==> config.mk <==
export PLATFORM = sky130hd
export DESIGN_NAME = xadc_drp_arbiter_flat
export DESIGN_NICKNAME = d
export VERILOG_FILES = /design/src/rtl/xadc_drp_arbiter_if.sv /design/src/rtl/xadc_drp_arbiter.sv /design/src/flat_wrapper.sv
export SDC_FILE = /design/constraint.sdc
export NUM_CORES = 1
export LEC_CHECK = 0
export ABC_AREA = 1
export CORE_MARGIN = 2
export CORE_UTILIZATION = 47
export DETAILED_ROUTE_END_ITERATION = 6
export GPL_ROUTABILITY_DRIVEN = 0
export GPL_TIMING_DRIVEN = 1
export PLACE_DENSITY = 0.87
export RECOVER_POWER = 50
export REMOVE_ABC_BUFFERS = 1
export SYNTH_ARGS = -nofsm -noshare
export SYNTH_HDL_FRONTEND = slang
export SYNTH_SLANG_ARGS = --single-unit
==> constraint.sdc <==
create_clock -name clk -period 4.7 [get_ports clk]
set_input_delay 0.47 -clock clk [delete_from_list [all_inputs] [get_ports clk]]
set_output_delay 0.47 -clock clk [all_outputs]
set_load 0.01 [all_outputs]
==> src/rtl/xadc_drp_arbiter_if.sv <==
// Signal bundle between the two DRP requesters, the arbiter and the XADC DRP port.
//
// Requester side : req0/1, we0/1, addr0/1, wdata0/1 in; gnt0/1, done0/1, rdata, err out.
// XADC side      : DADDR, DI, DEN, DWE out; DO, DRDY, BUSY in.
//
// modport master : the arbiter's view (it masters the DRP port and answers the requesters).
// modport slave  : the environment's view (both requesters plus the XADC primitive).
interface xadc_drp_arbiter_if;
  // Requester 0 (host config) and requester 1 (auto-readout).
  logic        req0;
  logic        req1;
  logic        we0;
  logic        we1;
  logic [6:0]  addr0;
  logic [6:0]  addr1;
  logic [15:0] wdata0;
  logic [15:0] wdata1;
  logic        gnt0;
  logic        gnt1;
  logic        done0;
  logic        done1;
  logic [15:0] rdata;
  logic        err;

  // XADC DRP port.
  logic [6:0]  DADDR;
  logic [15:0] DI;
  logic        DEN;
  logic        DWE;
  logic [15:0] DO;
  logic        DRDY;
  logic        BUSY;

  modport master (
    input  req0, req1, we0, we1, addr0, addr1, wdata0, wdata1,
    input  DO, DRDY, BUSY,
    output gnt0, gnt1, done0, done1, rdata, err,
    output DADDR, DI, DEN, DWE
  );

  modport slave (
    output req0, req1, we0, we1, addr0, addr1, wdata0, wdata1,
    output DO, DRDY, BUSY,
    input  gnt0, gnt1, done0, done1, rdata, err,
    input  DADDR, DI, DEN, DWE
  );
endinterface

==> src/rtl/xadc_drp_arbiter.sv <==
// Two-requester arbiter in front of a single XADC DRP port.
//
// Exactly one DRP access is in flight at a time. Each access walks
// IDLE (grant) -> ISSUE (DEN pulse) -> WAIT (for DRDY or timeout) -> DONE (done pulse),
// so the shortest access takes four cycles. Ties between the two requesters alternate
// round-robin; writes are held off while the XADC reports BUSY, reads are not.
//
// Parameters:
//   TIMEOUT : number of WAIT cycles allowed before the access is aborted with err=1 (>= 1).
// Ports:
//   clk : rising-edge clock.
//   rst : asynchronous active-high reset; forces IDLE and zeroes every output.
//   bus : xadc_drp_arbiter_if.master -- requester handshakes, result and the DRP master port.
module xadc_drp_arbiter #(
  parameter int unsigned TIMEOUT = 255
) (
  input logic                clk,
  input logic                rst,
  xadc_drp_arbiter_if.master bus
);

  // Counter is at least 8 bits and always wide enough to hold TIMEOUT.
  localparam int unsigned CntW = ($clog2(TIMEOUT + 1) > 8) ? $clog2(TIMEOUT + 1) : 8;
  localparam logic [CntW-1:0] TimeoutVal = CntW'(TIMEOUT);

  typedef enum logic [1:0] {
    StIdle,
    StIssue,
    StWait,
    StDone
  } state_e;

  state_e state_q, state_d;

  logic            win_q, win_d;     // port index of the access in flight
  logic            last_q, last_d;   // port index granted most recently
  logic            we_q, we_d;
  logic [6:0]      addr_q, addr_d;
  logic [15:0]     wdata_q, wdata_d;
  logic [15:0]     rdata_q, rdata_d;
  logic            err_q, err_d;
  logic [CntW-1:0] cnt_q, cnt_d;     // WAIT cycles already spent without DRDY

  logic            elig0, elig1;
  logic            win_valid;
  logic            win_idx;
  logic [CntW-1:0] cnt_inc;
  logic            timeout_hit;

  // ---------------------------------------------------------------------------
  // Arbitration
  // ---------------------------------------------------------------------------
  // A write must not be started while the XADC is busy; reads may go at any time.
  assign elig0     = bus.req0 & (~bus.we0 | ~bus.BUSY);
  assign elig1     = bus.req1 & (~bus.we1 | ~bus.BUSY);
  assign win_valid = elig0 | elig1;
  // On a tie the port that was not granted last goes first.
  assign win_idx   = (elig0 & elig1) ? ~last_q : elig1;

  // This WAIT cycle is the TIMEOUT-th one without DRDY.
  assign cnt_inc     = cnt_q + CntW'(1);
  assign timeout_hit = (cnt_inc == TimeoutVal);

  // ---------------------------------------------------------------------------
  // FSM: state register
  // ---------------------------------------------------------------------------
  always_ff @(posedge clk or posedge rst) begin
    if (rst) begin
      state_q <= StIdle;
    end else begin
      state_q <= state_d;
    end
  end

  // ---------------------------------------------------------------------------
  // FSM: next state
  // ---------------------------------------------------------------------------
  always_comb begin
    state_d = state_q;
    case (state_q)
      StIdle:  if (win_valid) state_d = StIssue;
      StIssue: state_d = StWait;
      // DRDY wins over a coinciding timeout; both leave WAIT.
      StWait:  if (bus.DRDY || timeout_hit) state_d = StDone;
      StDone:  state_d = StIdle;
      default: state_d = StIdle;
    endcase
  end

  // ---------------------------------------------------------------------------
  // Datapath next state
  // ---------------------------------------------------------------------------
  always_comb begin
    win_d   = win_q;
    last_d  = last_q;
    we_d    = we_q;
    addr_d  = addr_q;
    wdata_d = wdata_q;
    rdata_d = rdata_q;
    err_d   = err_q;
    cnt_d   = cnt_q;
    case (state_q)
      StIdle: begin
        if (win_valid) begin
          win_d   = win_idx;
          last_d  = win_idx;
          we_d    = win_idx ? bus.we1    : bus.we0;
          addr_d  = win_idx ? bus.addr1  : bus.addr0;
          wdata_d = win_idx ? bus.wdata1 : bus.wdata0;
        end
      end
      StIssue: cnt_d = '0;
      StWait: begin
        if (bus.DRDY) begin
          // Writes complete without touching the last read value.
          if (!we_q) rdata_d = bus.DO;
          err_d = 1'b0;
        end else if (timeout_hit) begin
          rdata_d = '0;
          err_d   = 1'b1;
        end else begin
          cnt_d = cnt_inc;
        end
      end
      default: ;
    endcase
  end

  always_ff @(posedge clk or posedge rst) begin
    if (rst) begin
      win_q   <= 1'b0;
      last_q  <= 1'b1;  // port 0 wins the first tie after reset
      we_q    <= 1'b0;
      addr_q  <= '0;
      wdata_q <= '0;
      rdata_q <= '0;
      err_q   <= 1'b0;
      cnt_q   <= '0;
    end else begin
      win_q   <= win_d;
      last_q  <= last_d;
      we_q    <= we_d;
      addr_q  <= addr_d;
      wdata_q <= wdata_d;
      rdata_q <= rdata_d;
      err_q   <= err_d;
      cnt_q   <= cnt_d;
    end
  end

  // ---------------------------------------------------------------------------
  // FSM: outputs
  // ---------------------------------------------------------------------------
  always_comb begin
    bus.gnt0  = 1'b0;
    bus.gnt1  = 1'b0;
    bus.done0 = 1'b0;
    bus.done1 = 1'b0;
    bus.DEN   = 1'b0;
    bus.DWE   = 1'b0;
    bus.DADDR = '0;
    bus.DI    = '0;
    case (state_q)
      StIdle: begin
        // Grant is decoded from live requests; gate it so nothing leaks out while rst is high.
        bus.gnt0 = win_valid & ~win_idx & ~rst;
        bus.gnt1 = win_valid &  win_idx & ~rst;
      end
      StIssue: begin
        bus.DEN   = 1'b1;
        bus.DWE   = we_q;
        bus.DADDR = addr_q;
        bus.DI    = wdata_q;
      end
      StWait: begin
        bus.DADDR = addr_q;
        bus.DI    = wdata_q;
      end
      StDone: begin
        bus.done0 = ~win_q;
        bus.done1 =  win_q;
        bus.DADDR = addr_q;
        bus.DI    = wdata_q;
      end
      default: ;
    endcase
    bus.rdata = rdata_q;
    bus.err   = err_q;
  end

endmodule

==> src/flat_wrapper.sv <==
// flat-port wrapper written by rule: the top's interface ports become plain ports
module xadc_drp_arbiter_flat 
#(
  parameter int unsigned TIMEOUT = 255
)
  (clk, rst, bus_req0, bus_req1, bus_we0, bus_we1, bus_addr0, bus_addr1, bus_wdata0, bus_wdata1, bus_DO, bus_DRDY, bus_BUSY, bus_gnt0, bus_gnt1, bus_done0, bus_done1, bus_rdata, bus_err, bus_DADDR, bus_DI, bus_DEN, bus_DWE);
  xadc_drp_arbiter_if bus_i ();
  input logic clk;
  input logic rst;
  input wire logic [$bits(bus_i.req0)-1:0] bus_req0;
  input wire logic [$bits(bus_i.req1)-1:0] bus_req1;
  input wire logic [$bits(bus_i.we0)-1:0] bus_we0;
  input wire logic [$bits(bus_i.we1)-1:0] bus_we1;
  input wire logic [$bits(bus_i.addr0)-1:0] bus_addr0;
  input wire logic [$bits(bus_i.addr1)-1:0] bus_addr1;
  input wire logic [$bits(bus_i.wdata0)-1:0] bus_wdata0;
  input wire logic [$bits(bus_i.wdata1)-1:0] bus_wdata1;
  input wire logic [$bits(bus_i.DO)-1:0] bus_DO;
  input wire logic [$bits(bus_i.DRDY)-1:0] bus_DRDY;
  input wire logic [$bits(bus_i.BUSY)-1:0] bus_BUSY;
  output wire logic [$bits(bus_i.gnt0)-1:0] bus_gnt0;
  output wire logic [$bits(bus_i.gnt1)-1:0] bus_gnt1;
  output wire logic [$bits(bus_i.done0)-1:0] bus_done0;
  output wire logic [$bits(bus_i.done1)-1:0] bus_done1;
  output wire logic [$bits(bus_i.rdata)-1:0] bus_rdata;
  output wire logic [$bits(bus_i.err)-1:0] bus_err;
  output wire logic [$bits(bus_i.DADDR)-1:0] bus_DADDR;
  output wire logic [$bits(bus_i.DI)-1:0] bus_DI;
  output wire logic [$bits(bus_i.DEN)-1:0] bus_DEN;
  output wire logic [$bits(bus_i.DWE)-1:0] bus_DWE;
  assign bus_i.req0 = bus_req0;
  assign bus_i.req1 = bus_req1;
  assign bus_i.we0 = bus_we0;
  assign bus_i.we1 = bus_we1;
  assign bus_i.addr0 = bus_addr0;
  assign bus_i.addr1 = bus_addr1;
  assign bus_i.wdata0 = bus_wdata0;
  assign bus_i.wdata1 = bus_wdata1;
  assign bus_i.DO = bus_DO;
  assign bus_i.DRDY = bus_DRDY;
  assign bus_i.BUSY = bus_BUSY;
  assign bus_gnt0 = bus_i.gnt0;
  assign bus_gnt1 = bus_i.gnt1;
  assign bus_done0 = bus_i.done0;
  assign bus_done1 = bus_i.done1;
  assign bus_rdata = bus_i.rdata;
  assign bus_err = bus_i.err;
  assign bus_DADDR = bus_i.DADDR;
  assign bus_DI = bus_i.DI;
  assign bus_DEN = bus_i.DEN;
  assign bus_DWE = bus_i.DWE;
  xadc_drp_arbiter #(.TIMEOUT(TIMEOUT)) u_core (.clk(clk), .rst(rst), .bus(bus_i));
endmodule
Word level (Yosys, flattened, before mapping)
Cells that the tools add are included.
{"block": "word_totals", "word_cells": 69, "out_inout_bits": 46, "in_bits": 70, "regBits": 53}
{"block": "op_classes", "n_reduce_logical": 10, "mux": 23, "eq_ne": 9, "bitwise": 17, "add_sub_neg": 1}
{"cell": "two-way mux 16 bit", "n": 5}
{"cell": "two-way mux 8 bit", "n": 2}
{"cell": "case mux 8 bit (2 select lines)", "n": 1}
{"cell": "two-way mux 7 bit", "n": 2}
{"cell": "two-way mux 1 bit", "n": 10}
{"cell": "adder 8 x 1 -> 8 bit (second input constant)", "n": 1}
{"cell": "equality test 8 bit (second input constant)", "n": 1}
{"cell": "case mux 2 bit (4 select lines)", "n": 1}
{"cell": "AND 1 bit", "n": 7}
{"cell": "inverter 1 bit", "n": 7}
{"cell": "!= test 2 bit (second input constant)", "n": 3}
{"cell": "AND reduction 2 bit", "n": 3}
{"cell": "AND reduction 3 bit", "n": 2}
{"cell": "equality test 2 bit (second input constant)", "n": 2}
{"cell": "two-way mux 2 bit", "n": 2}
{"cell": "!= test 2 x 1 -> 1 bit (second input constant)", "n": 2}
{"cell": "nonzero test 2 bit", "n": 2}
{"cell": "OR 1 bit", "n": 3}
{"cell": "OR reduction 3 bit", "n": 1}
{"cell": "equality test 2 x 1 -> 1 bit (second input constant)", "n": 1}
{"cell": "zero test 2 bit", "n": 1}
{"cell": "logical OR 1 bit", "n": 1}

Logic depth before layout (Yosys ltp)
Gate-level depths: netlist of run 1.
{"block": "depth", "ltp_word": 9, "depth_mapped": 13, "depth_no_buf": 12}

Least setup slack after synthesis of run 1
OpenSTA, ideal clock, no wires.
{"block": "synth_path", "path_kind": "input-to-output", "start": "input bus_req0", "end": "output bus_gnt0", "cell_stages": 6, "path_slack_ns": 2.695, "path_buffers": 1, "required_time_ns": 4.230, "t_arrival_ns": 1.535, "cell_sequence": "a21boi_0 -> nand2_1 -> nand2_1 -> inv_1 -> clkbuf_1 -> nor4_1"}
{"block": "synth_between", "elab_chain_cells": 7, "elab_cells_between_ends": 8, "classes_between": "mux (2); bitwise (6)"}
{"element": "start, declared", "line_no": "flat_wrapper.sv:10", "source": "input wire logic [$bits(bus_i.req0)-1:0] bus_req0;"}
{"element": "AND 1 bit *", "line_no": "xadc_drp_arbiter.sv:54", "source": "assign elig0 = bus.req0 & (~bus.we0 | ~bus.BUSY);"}
{"element": "AND 1 bit", "line_no": "xadc_drp_arbiter.sv:58", "source": "assign win_idx = (elig0 & elig1) ? ~last_q : elig1;"}
{"element": "two-way mux 1 bit", "line_no": "xadc_drp_arbiter.sv:58"}
{"element": "inverter 1 bit", "line_no": "xadc_drp_arbiter.sv:166", "source": "bus.gnt0 = win_valid & ~win_idx & ~rst;"}
{"element": "AND 1 bit * (2 in series)", "line_no": "xadc_drp_arbiter.sv:166"}
{"element": "two-way mux 1 bit *", "line_no": "xadc_drp_arbiter.sv:163", "source": "case (state_q)"}
{"element": "end, declared", "line_no": "flat_wrapper.sv:21", "source": "output wire logic [$bits(bus_i.gnt0)-1:0] bus_gnt0;"}
Every way passes the cells marked *; elsewhere a longest branch is shown, timed or not.

Final worst setup path of run 1
{"block": "layout_path", "start": "register u_core.state_q[1]", "end": "output bus_gnt0"}
{"block": "layout_between", "elab_chain_cells": 2}
{"element": "start, declared", "line_no": "xadc_drp_arbiter.sv:33", "source": "state_e state_q, state_d;"}
{"element": "start signal, assigned", "line_no": "xadc_drp_arbiter.sv:69", "source": "state_q <= StIdle;"}
{"element": "start signal, assigned", "line_no": "xadc_drp_arbiter.sv:71", "source": "state_q <= state_d;"}
{"element": "zero test 2 bit", "line_no": "xadc_drp_arbiter.sv:163"}
{"element": "two-way mux 1 bit", "line_no": "xadc_drp_arbiter.sv:163"}
Every way passes these cells.

==> impl_metrics.yaml, run 1 <==
power:
  intPower_w: 0.00144
  p_switching_w: 0.000932
  ir_worst_vdd_mv: 0.316
  p_clk_share_pct: 13.8
  seq_power_share_pct: 33.0
  p_per_area_nw_per_um2: 567
  pwr-share-comb_pct: 53.2
  power.total_w: 0.00237
  leakage_nw: 2.01
  p_sw_share_pct: 39.3
yosys:
  synth_top_family_by_area: "simple AND/OR/NAND/NOR gates"
  synth.top_cells.by_count: "68 x nand2_1, 53 x inv_1, 52 x dfrtp_1, 52 x nor2_1, 28 x o21ai_0"
  netlist.top_cell.by_area: "dfrtp_1"
  synth-simple-area-share_pct: 30.5
  async_reset_ff_share_pct: 100
  yosysUniqueCellTypes: 28
  synth_flop_cell: "dfrtp_1"
  synthXorXnorAreaFrac_pct: 0
  ys_warn_count: 0
  synth-adder-area-share_pct: 2.56
  ys_top_cells_by_area: "dfrtp_1 44%, nand2_1 8.7%, inv_1 6.8%"
  synth-compound-area-share_pct: 10.3
  ys_seq_area_share_pct: 45.2
  syn_inst: 367
  synth-edff-count: 0
  yosysMostFrequentCell: "nand2_1"
  avgSynthCellArea_um2: 8.00
  syn-cell-area_um2: 2940
  synth_mux_area_share_pct: 0
  synth_seq_cells: 53
  synth_top_cell_area_share_pct: 44.3
critical_path:
  critical_path_required_ps: 4230
  startpoint: "u_core.state_q[1]"
  start_kind: "register"
  end_kind: "output port"
  regToRegStartpoint: "u_core.state_q[1]"
  cp.arrival_ps: 2710
  criticalPathCategory: "reg2out"
  worstPathMaxFanout: 27
clock_tree:
  cts_root_buf: "clkbuf_8"
  cts_setup_buffers: 0
  cts_resized: 0
  h-tree-depth: 2
  holdBufCountCts: 0
  cts_made_buffers: 5
  cts_tree: "yes"
  cts_sinks: 53
  clk_pin_slew_ps: 100
  clk_latency_ps: 310
  cts_buffer_depth: 2
detailed_routing:
  wl_per_cell_um: 13.2
  ant_nets: 0
  met2WireLength_mm: 3.33
  dr.max_layer_used: "met4"
  route.detailed.drc: 0
  drt-initial-drc-count: 142
  drt_pass1_iterations: 4
  vias: 2800
  wl_met1_mm: 3.11
  vias_per_cell: 5.10
  totalWireLength_mm: 7.26
  wl_met3_um: 596
sta:
  slew_headroom_pct: -31.7
  rsz0062_at_grt: "no"
  setup_viol: 0
  tns_ps: 0
  hold_viol: 0
  tightest_slew_ps: 1970
  slew_violations: 54
  min_period_over_period_pct: 67.6
  fin_crit_ps: 3180
  max_freq_mhz: 315
  final.setup_skew_ps: 8.61
finish:
  antenna_cells: 0
  drive_gt1_share_pct: 9.49
  postLayoutCellArea_um2: 4180
  area_growth_pct: 42.4
  fin_nets: 549
global_routing:
  grt_util_all_layers_pct: 21.2
  grt_max_degree: 54
  antenna_found_initial: 0
  grt-ovfl-total: 0
  grt_pass1_vias: 2662
  grt_first_pass_wirelength_mm: 12.1
floorplanning:
  die_area_um2: 6900
  die_x_um: 83.0
  io_pins: 116
  rows: 28
  core_um2: 5990
  initial_core_util_pct: 49.0
  die_h_um: 83.0
placed_design:
  dp_hpwl_mm: 5.27
  dpl-instance-area_um2: 4070
  port_buffers: 115
run_status:
  violations: "capacitance limit, slew limit"
  status: "complete, but fails checks"
flow_run:
  maxCapViolCount: 1
min_path:
  min_from: "u_core.bus.rdata[11]"
  hold_path_class: "reg2reg"
power groups by stage:
| stage | logic, W | registers (W) | clock network, W |
|---|---|---|---|
| finish | 0.00126 | 0.000782 | 0.000327 |
| global route | 0.00139 | 0.000806 | 0.000347 |
| CTS | 0.00130 | 0.000787 | 0.000329 |
| detailed placement | 0.00129 | 0.000794 | 0 |
| global placement | 0.00126 | 0.000783 | 0 |
| floorplan | 0.000640 | 0.000809 | 0 |
per-layer routing:
| metal | vias up | global-route usage, % |
|---|---|---|
| met5 | - | 0 |
| met4 | 0 | 9.09 |
| li1 | 1375 | - |
| met3 | 23 | 5.67 |
| met2 | 142 | 35.4 |
| met1 | 1260 | 26.0 |
per-stage QoR:
step / hold WS [ps] / util (%) / worst slack [ps] / cells
2_1_floorplan: 454 / - / 1720 / 349
3_3_place_gp: 454 / 67.9 / 1760 / 541
3_5_place_dp: 461 / 67.9 / 1660 / 541
4_1_cts: 483 / 69.9 / 1480 / 549
5_1_grt: 500 / 69.8 / 1330 / 549
6_report: 481 / 69.8 / 1520 / 549
sequential cells by signal (all words and copies together), names as in the netlist:
signal	cells
u_core.state_q	2
u_core.bus.err	1
u_core.cnt_q	8
u_core.win_q	1
u_core.bus.rdata	16
u_core.last_q	1
u_core.wdata_q	16
u_core.we_q	1
u_core.addr_q	7
path summary, 6_finish.rpt:
path,to,slack [ps],cells past startpoint
max in group asynchronous,u_core.wdata_q[4],2260,2
worst min-delay path,u_core.bus.rdata[11],480,2
worst max register to register,u_core.addr_q[2],2190,7
worst max-delay path,bus_gnt0,1520,5
min in group asynchronous,u_core.cnt_q[4],1310,2
worst min register to register,u_core.bus.rdata[11],480,2
final cells by class:
cell class / count / area [um2]
clock buffer: 6 / 82.6
multi-input combinational: 241 / 1270
clock inverter: 2 / 37.5
sequential: 53 / 1330
inverter: 55 / 206
timing repair buffer: 117 / 1170
tap: 75 / 93.8
fill: 443 / 1810
cells by family after synthesis:
family,Yosys count
AO/OA/AOI/OAI,54
AND/OR/NAND/NOR,181
adder cells (fa/ha/maj),6
buffers and inverters,73
flip-flops,53
worst max-delay path: stages, from the launching register on:
cell and delay [ps]:
dfrtp_1 430, inv_1 100, ha_1 760, inv_1 220
nor4_1 310, clkdlybuf4s50_1 580
placed cells by master (no fill, tap or decap), drive strengths merged:
cell	Yosys	final
o22ai	24	24
dfrtp	52	52
clkbuf	13	6
buf	5	2
bufinv	0	1
clkinv	1	1
clkinvlp	0	1
nand2	93	93
o21ai	29	29
nor2	56	56
nand4	18	18
dlygate4sd3	0	19
or2	2	2
nand3	11	11
ha	6	6
nor4	1	1
clkdlybuf4s50	0	96
inv	54	54
dfstp	1	1
a21boi	1	1
(Power assumes the default switching activity.)
==> inputs of run 2 (changes only) <==
--- a/config.mk
+++ b/config.mk
@@ -7,11 +7,11 @@
 export LEC_CHECK = 0
 export ABC_AREA = 1
 export CORE_MARGIN = 2
-export CORE_UTILIZATION = 47
+export CORE_UTILIZATION = 44
 export DETAILED_ROUTE_END_ITERATION = 6
 export GPL_ROUTABILITY_DRIVEN = 0
 export GPL_TIMING_DRIVEN = 1
-export PLACE_DENSITY = 0.87
+export PLACE_DENSITY = 0.82
 export RECOVER_POWER = 50
 export REMOVE_ABC_BUFFERS = 1
 export SYNTH_ARGS = -nofsm -noshare
==> constraint.sdc (replaced) <==
create_clock -name clk -period 3.35 [get_ports clk]
set_input_delay 0.335 -clock clk [delete_from_list [all_inputs] [get_ports clk]]
set_output_delay 0.335 -clock clk [all_outputs]
set_load 0.01 [all_outputs]
==> run 2 against run 1 <==
The flow still finishes with violations (capacitance limit, slew limit). Sequential share of layout area down 0.10 points. Count of clock-buffer cells in the layout up 1. Cell area up 0.33%. Global-route usage down 0.94 points. Sequential power up 39%. Clock skew down 3.0 ps. Die area up 6.5%. Non-clock buffer count up 2. Worst setup slack worse by 1100 ps. Clock power up 37%. Cell count up 0.73%. Via count down 0.43%. Largest cell class unchanged.
==> impl_metrics.yaml, run 2 (synthesis results as in run 1) <==
run_status:
  status: "complete, but fails checks"
  violations: "capacitance limit, slew limit"
placed_design:
  post-place-ws_ps: 575
  port_buffers: 115
  dp_hpwl_mm: 5.30
detailed_routing:
  vias: 2788
  wl_per_cell_um: 13.1
  route.detailed.drc: 0
  drt-initial-drc-count: 181
  ant_nets: 0
  vias_per_cell: 5.04
  drt_pass1_iterations: 4
  totalWireLength_mm: 7.24
power:
  ir_worst_vdd_mv: 0.399
  p_per_area_nw_per_um2: 790
  seq_power_share_pct: 33.0
  intPower_w: 0.00203
  leakage_nw: 2.03
  pwr-share-comb_pct: 53.5
  p_switching_w: 0.00129
  p_clk_share_pct: 13.5
  p_sw_share_pct: 38.9
critical_path:
  slowest_delay_ps: 560
  cp.arrival_ps: 2580
  critical_path_required_ps: 3010
  critPathTopFamily: "buffers and inverters"
  path_buf_inv: 5
  crit_top_cell: "inv_1"
  crit_chain: "dlygate4sd3_1 -> inv_1 -> o21ai_0 -> inv_1 -> nand2_1 -> inv_1 -> nand2_1 -> nor2_1 -> clkdlybuf4s50_1"
  criticalPathCategory: "in2out"
  end_kind: "output port"
  start_kind: "input pin"
  cpMaxStageDelayCell: "dlygate4sd3_1"
  worstPathMaxFanout: 26
sta:
  slew_violations: 54
  rsz0062_at_grt: "no"
  slew_headroom_pct: -29.2
  fin_crit_ps: 2910
  setup_viol: 0
  min_period_over_period_pct: 86.9
  setup_ws_ps: 438
  final.setup_skew_ps: 5.65
  tns_ps: 0
  max_freq_mhz: 343
  tightest_slew_ps: 1940
  hold_viol: 0
finish:
  post-route-util_pct: 65.7
  regArea_um2: 1330
  layout.cells.most_common: "clkdlybuf4s50_1"
  mostFrequentLayoutCells: "94 x clkdlybuf4s50_1, 68 x nand2_1, 53 x inv_1"
  fin_nets: 551
  multi_input_area_um2: 1270
  drive_gt1_share_pct: 9.66
  antenna_cells: 0
  area_growth_pct: 42.9
  n_fill_cell: 551
global_routing:
  grt_pass1_vias: 2783
  grt-ovfl-total: 0
  grt_first_pass_wirelength_mm: 12.1
  antenna_found_initial: 0
  grt_max_degree: 54
  grt_util_all_layers_pct: 20.3
clock_tree:
  cts_root_buf: "clkbuf_8"
  cts_sinks: 53
  cts_made_buffers: 5
  holdBufCountCts: 0
  cts_resized: 0
  cts_setup_buffers: 0
  cts_buffer_depth: 2
  clk_latency_ps: 300
  cts_tree: "yes"
  h-tree-depth: 2
  clk_pin_slew_ps: 90
floorplanning:
  die_h_um: 85.7
  io_pins: 116
  die_area_um2: 7340
  die_x_um: 85.7
  initial_core_util_pct: 46.0
  core_um2: 6390
  rows: 29
flow_run:
  maxCapViolCount: 1
min_path:
  hold_path_class: "reg2reg"
-- run 2: path summary, 6_finish.rpt --
path / cells after the start / slack [ps] / end / from
min in group asynchronous: 2 / 1160 / u_core.win_q / rst
worst min-delay path: 2 / 480 / u_core.bus.rdata[14] / u_core.bus.rdata[14]
worst max register to register: 5 / 1280 / u_core.bus.rdata[11] / u_core.state_q[0]
worst min register to register: 2 / 480 / u_core.bus.rdata[14] / u_core.bus.rdata[14]
max in group asynchronous: 2 / 1080 / u_core.wdata_q[10] / rst
worst max-delay path: 9 / 440 / bus_gnt1 / bus_we1
-- run 2: metal layers --
metal  up-vias  GRT usage, %  wire length (um)
li1       1378             -                 -
met1      1291          24.2              2960
met2       112          34.6              3440
met3         7          7.70               743
met4         0          5.34                98
met5         -             0                 0
-- run 2: cell type report --
| cell class | instances | share of cell area (%) |
|---|---|---|
| Clock buffer | 7 | 2.06 |
| Clock inverter | 1 | 0.716 |
| Sequential cell | 53 | 31.6 |
| Inverter | 55 | 4.92 |
| Tap cell | 77 | 2.30 |
| Timing Repair Buffer | 119 | 28.1 |
| Multi-Input combinational cell | 241 | 30.2 |
-- run 2: power groups by stage --
stage / Combinational, W / Clock [W] / Sequential [W]
floorplan: 0.000897 / 0 / 0.00114
global placement: 0.00179 / 0 / 0.00110
detailed placement: 0.00183 / 0 / 0.00111
CTS: 0.00184 / 0.000459 / 0.00110
global route: 0.00197 / 0.000479 / 0.00113
finish: 0.00177 / 0.000447 / 0.00109
-- run 2: worst min-delay path, cell delays in order (launching register included) --
cell     delay, ps
dfrtp_1        350
nand2_1         50
nand2_1         50
-- run 2: metrics by stage --
| stage | std cells | instance area (um2) | power (W) | hold slack, ps |
|---|---|---|---|---|
| 4_1_cts | 553 | 4200 | 0.00340 | 487 |
| 5_1_grt | 553 | 4200 | 0.00358 | 511 |
| 3_3_place_gp | 545 | 4090 | 0.00289 | 457 |
| 6_report | 553 | 4200 | 0.00331 | 476 |
| 3_5_place_dp | 545 | 4090 | 0.00294 | 463 |
| 2_1_floorplan | 349 | 2810 | 0.00203 | 442 |
==> inputs of run 3 (changes only) <==
--- a/config.mk
+++ b/config.mk
@@ -7,11 +7,12 @@
 export LEC_CHECK = 0
 export ABC_AREA = 1
 export CORE_MARGIN = 2
-export CORE_UTILIZATION = 44
+export CORE_UTILIZATION = 40
 export DETAILED_ROUTE_END_ITERATION = 6
 export GPL_ROUTABILITY_DRIVEN = 0
 export GPL_TIMING_DRIVEN = 1
-export PLACE_DENSITY = 0.82
+export MAX_ROUTING_LAYER = met4
+export PLACE_DENSITY = 0.76
 export RECOVER_POWER = 50
 export REMOVE_ABC_BUFFERS = 1
 export SYNTH_ARGS = -nofsm -noshare
==> run 3 against run 2 <==
Clock skew decreased by 1.9 ps. Register-to-register slack got worse by 70 ps. Hold slack got worse by 1.1 ps. Clock power decreased by 18%. Combinational power about the same. Cell area shrank 0.12%. The run still ends with capacitance limit, slew limit left.
==> impl_metrics.yaml, run 3 (synthesis results as in run 1) <==
sta:
  hold_viol: 0
  slew_violations: 54
  fin_crit_ps: 2890
  slew_headroom_pct: -31.6
  final.setup_skew_ps: 3.75
  tns_ps: 0
  tightest_slew_ps: 1970
  timing.hold.ws_ps: 475
  min_period_over_period_pct: 86.2
  max_freq_mhz: 346
  setup_viol: 0
  rsz0062_at_grt: "no"
detailed_routing:
  totalWireLength_mm: 7.50
  drt-initial-drc-count: 132
  drt_pass1_iterations: 6
  ant_nets: 0
  vias_per_cell: 4.83
  vias: 2777
  wl_per_cell_um: 13.0
  route.detailed.drc: 0
clock_tree:
  cts_buffer_depth: 2
  cts_root_buf: "clkbuf_8"
  cts_tree: "yes"
  clk_pin_slew_ps: 100
  holdBufCountCts: 0
  cts_resized: 0
  cts_made_buffers: 5
  clk_latency_ps: 300
  cts_setup_buffers: 0
  cts_sinks: 53
  h-tree-depth: 2
power:
  leakage_nw: 2.02
  p_per_area_nw_per_um2: 772
  ir_worst_vdd_mv: 0.373
  power.total_w: 0.00323
floorplanning:
  die_area_um2: 8040
  core_um2: 7180
  die_x_um: 89.7
  rows: 31
  die_h_um: 89.7
  io_pins: 116
  initial_core_util_pct: 40.9
finish:
  drive_gt1_share_pct: 9.66
  layout.cells.most_common: "clkdlybuf4s50_1"
  antenna_cells: 0
  area_growth_pct: 42.7
  post-route-util_pct: 58.4
  mostFrequentLayoutCells: "94 x clkdlybuf4s50_1, 68 x nand2_1, 53 x inv_1"
  n_fill_cell: 663
  fin_nets: 551
critical_path:
  crit_chain: "dlygate4sd3_1 -> inv_1 -> o21ai_0 -> inv_1 -> nand2_1 -> inv_1 -> nand2_1 -> nor2_1 -> clkdlybuf4s50_1"
  start_kind: "input pin"
  ff2ff_path_depth: 7
  cp.arrival_ps: 2550
  end_kind: "output port"
  worstPathMaxFanout: 26
  critical_path_required_ps: 3010
  slowest_delay_ps: 580
  critPathTopFamily: "buffers and inverters"
  worst-path-stages: 9
  crit_top_cell: "inv_1"
  cpMaxStageDelayCell: "dlygate4sd3_1"
  path_buf_inv: 5
  criticalPathCategory: "in2out"
global_routing:
  grt_first_pass_wirelength_mm: 12.2
  grt_util_all_layers_pct: 19.8
  grt_pass1_vias: 2674
  antenna_found_initial: 0
  grt_max_degree: 54
  grt-ovfl-total: 0
min_path:
  min_path_cells: 2
  hold_path_class: "reg2reg"
run_status:
  status: "complete, but fails checks"
  violations: "capacitance limit, slew limit"
flow_run:
  maxCapViolCount: 1
placed_design:
  dp_hpwl_mm: 5.52
  port_buffers: 115
-- run 3: power breakdown --
part / switching [W] / leakage, nW / internal, W
Combinational: 0.000921 / 1.30 / 0.000850
Clock: 0.000218 / 0.0456 / 0.000150
Sequential: 0.000166 / 0.666 / 0.000930
-- run 3: worst register-to-register path, cell delays in order (launching register included) --
cell and delay, ps:
dfrtp_1 430, inv_1 100, ha_1 250, inv_1 120
nor2_2 130, clkbuf_2 610, o21ai_0 250, o22ai_1 170
-- run 3: layout make-up --
cell class | count | area (um2) | area share (%)
Inverter | 55 | 206 | 4.93
Clock buffer | 6 | 72.6 | 1.73
Timing Repair Buffer | 119 | 1180 | 28.1
Multi-Input combinational cell | 241 | 1270 | 30.3
Sequential cell | 53 | 1330 | 31.7
Tap cell | 99 | 124 | 2.96
Clock inverter | 2 | 13.8 | 0.328
-- run 3: metal layers --
layer  GRT usage (%)  routed length [um]
met5               -                   0
met4            3.93                  56
met3            4.30                 555
met2            33.3                3670
met1            24.8                3220
-- run 3: worst paths after layout --
kind / to / startpoint / slack, ps
setup / recovery: bus_gnt1 / bus_BUSY / 460
hold / removal: u_core.bus.rdata[13] / u_core.bus.rdata[13] / 470
setup reg to reg: u_core.wdata_q[2] / u_core.state_q[0] / 1210
hold reg to reg: u_core.bus.rdata[13] / u_core.bus.rdata[13] / 470
max in group asynchronous: u_core.we_q / rst / 1040
min in group asynchronous: u_core.wdata_q[5] / rst / 1170
-- run 3: stage by stage --
stage | area, um2 | std cells | setup WS [ps]
floorplan | 2810 | 349 | 374
CTS | 4200 | 575 | 508
global route | 4190 | 575 | 211
finish | 4190 | 575 | 463
global placement | 4120 | 567 | 591
detailed placement | 4120 | 567 | 515
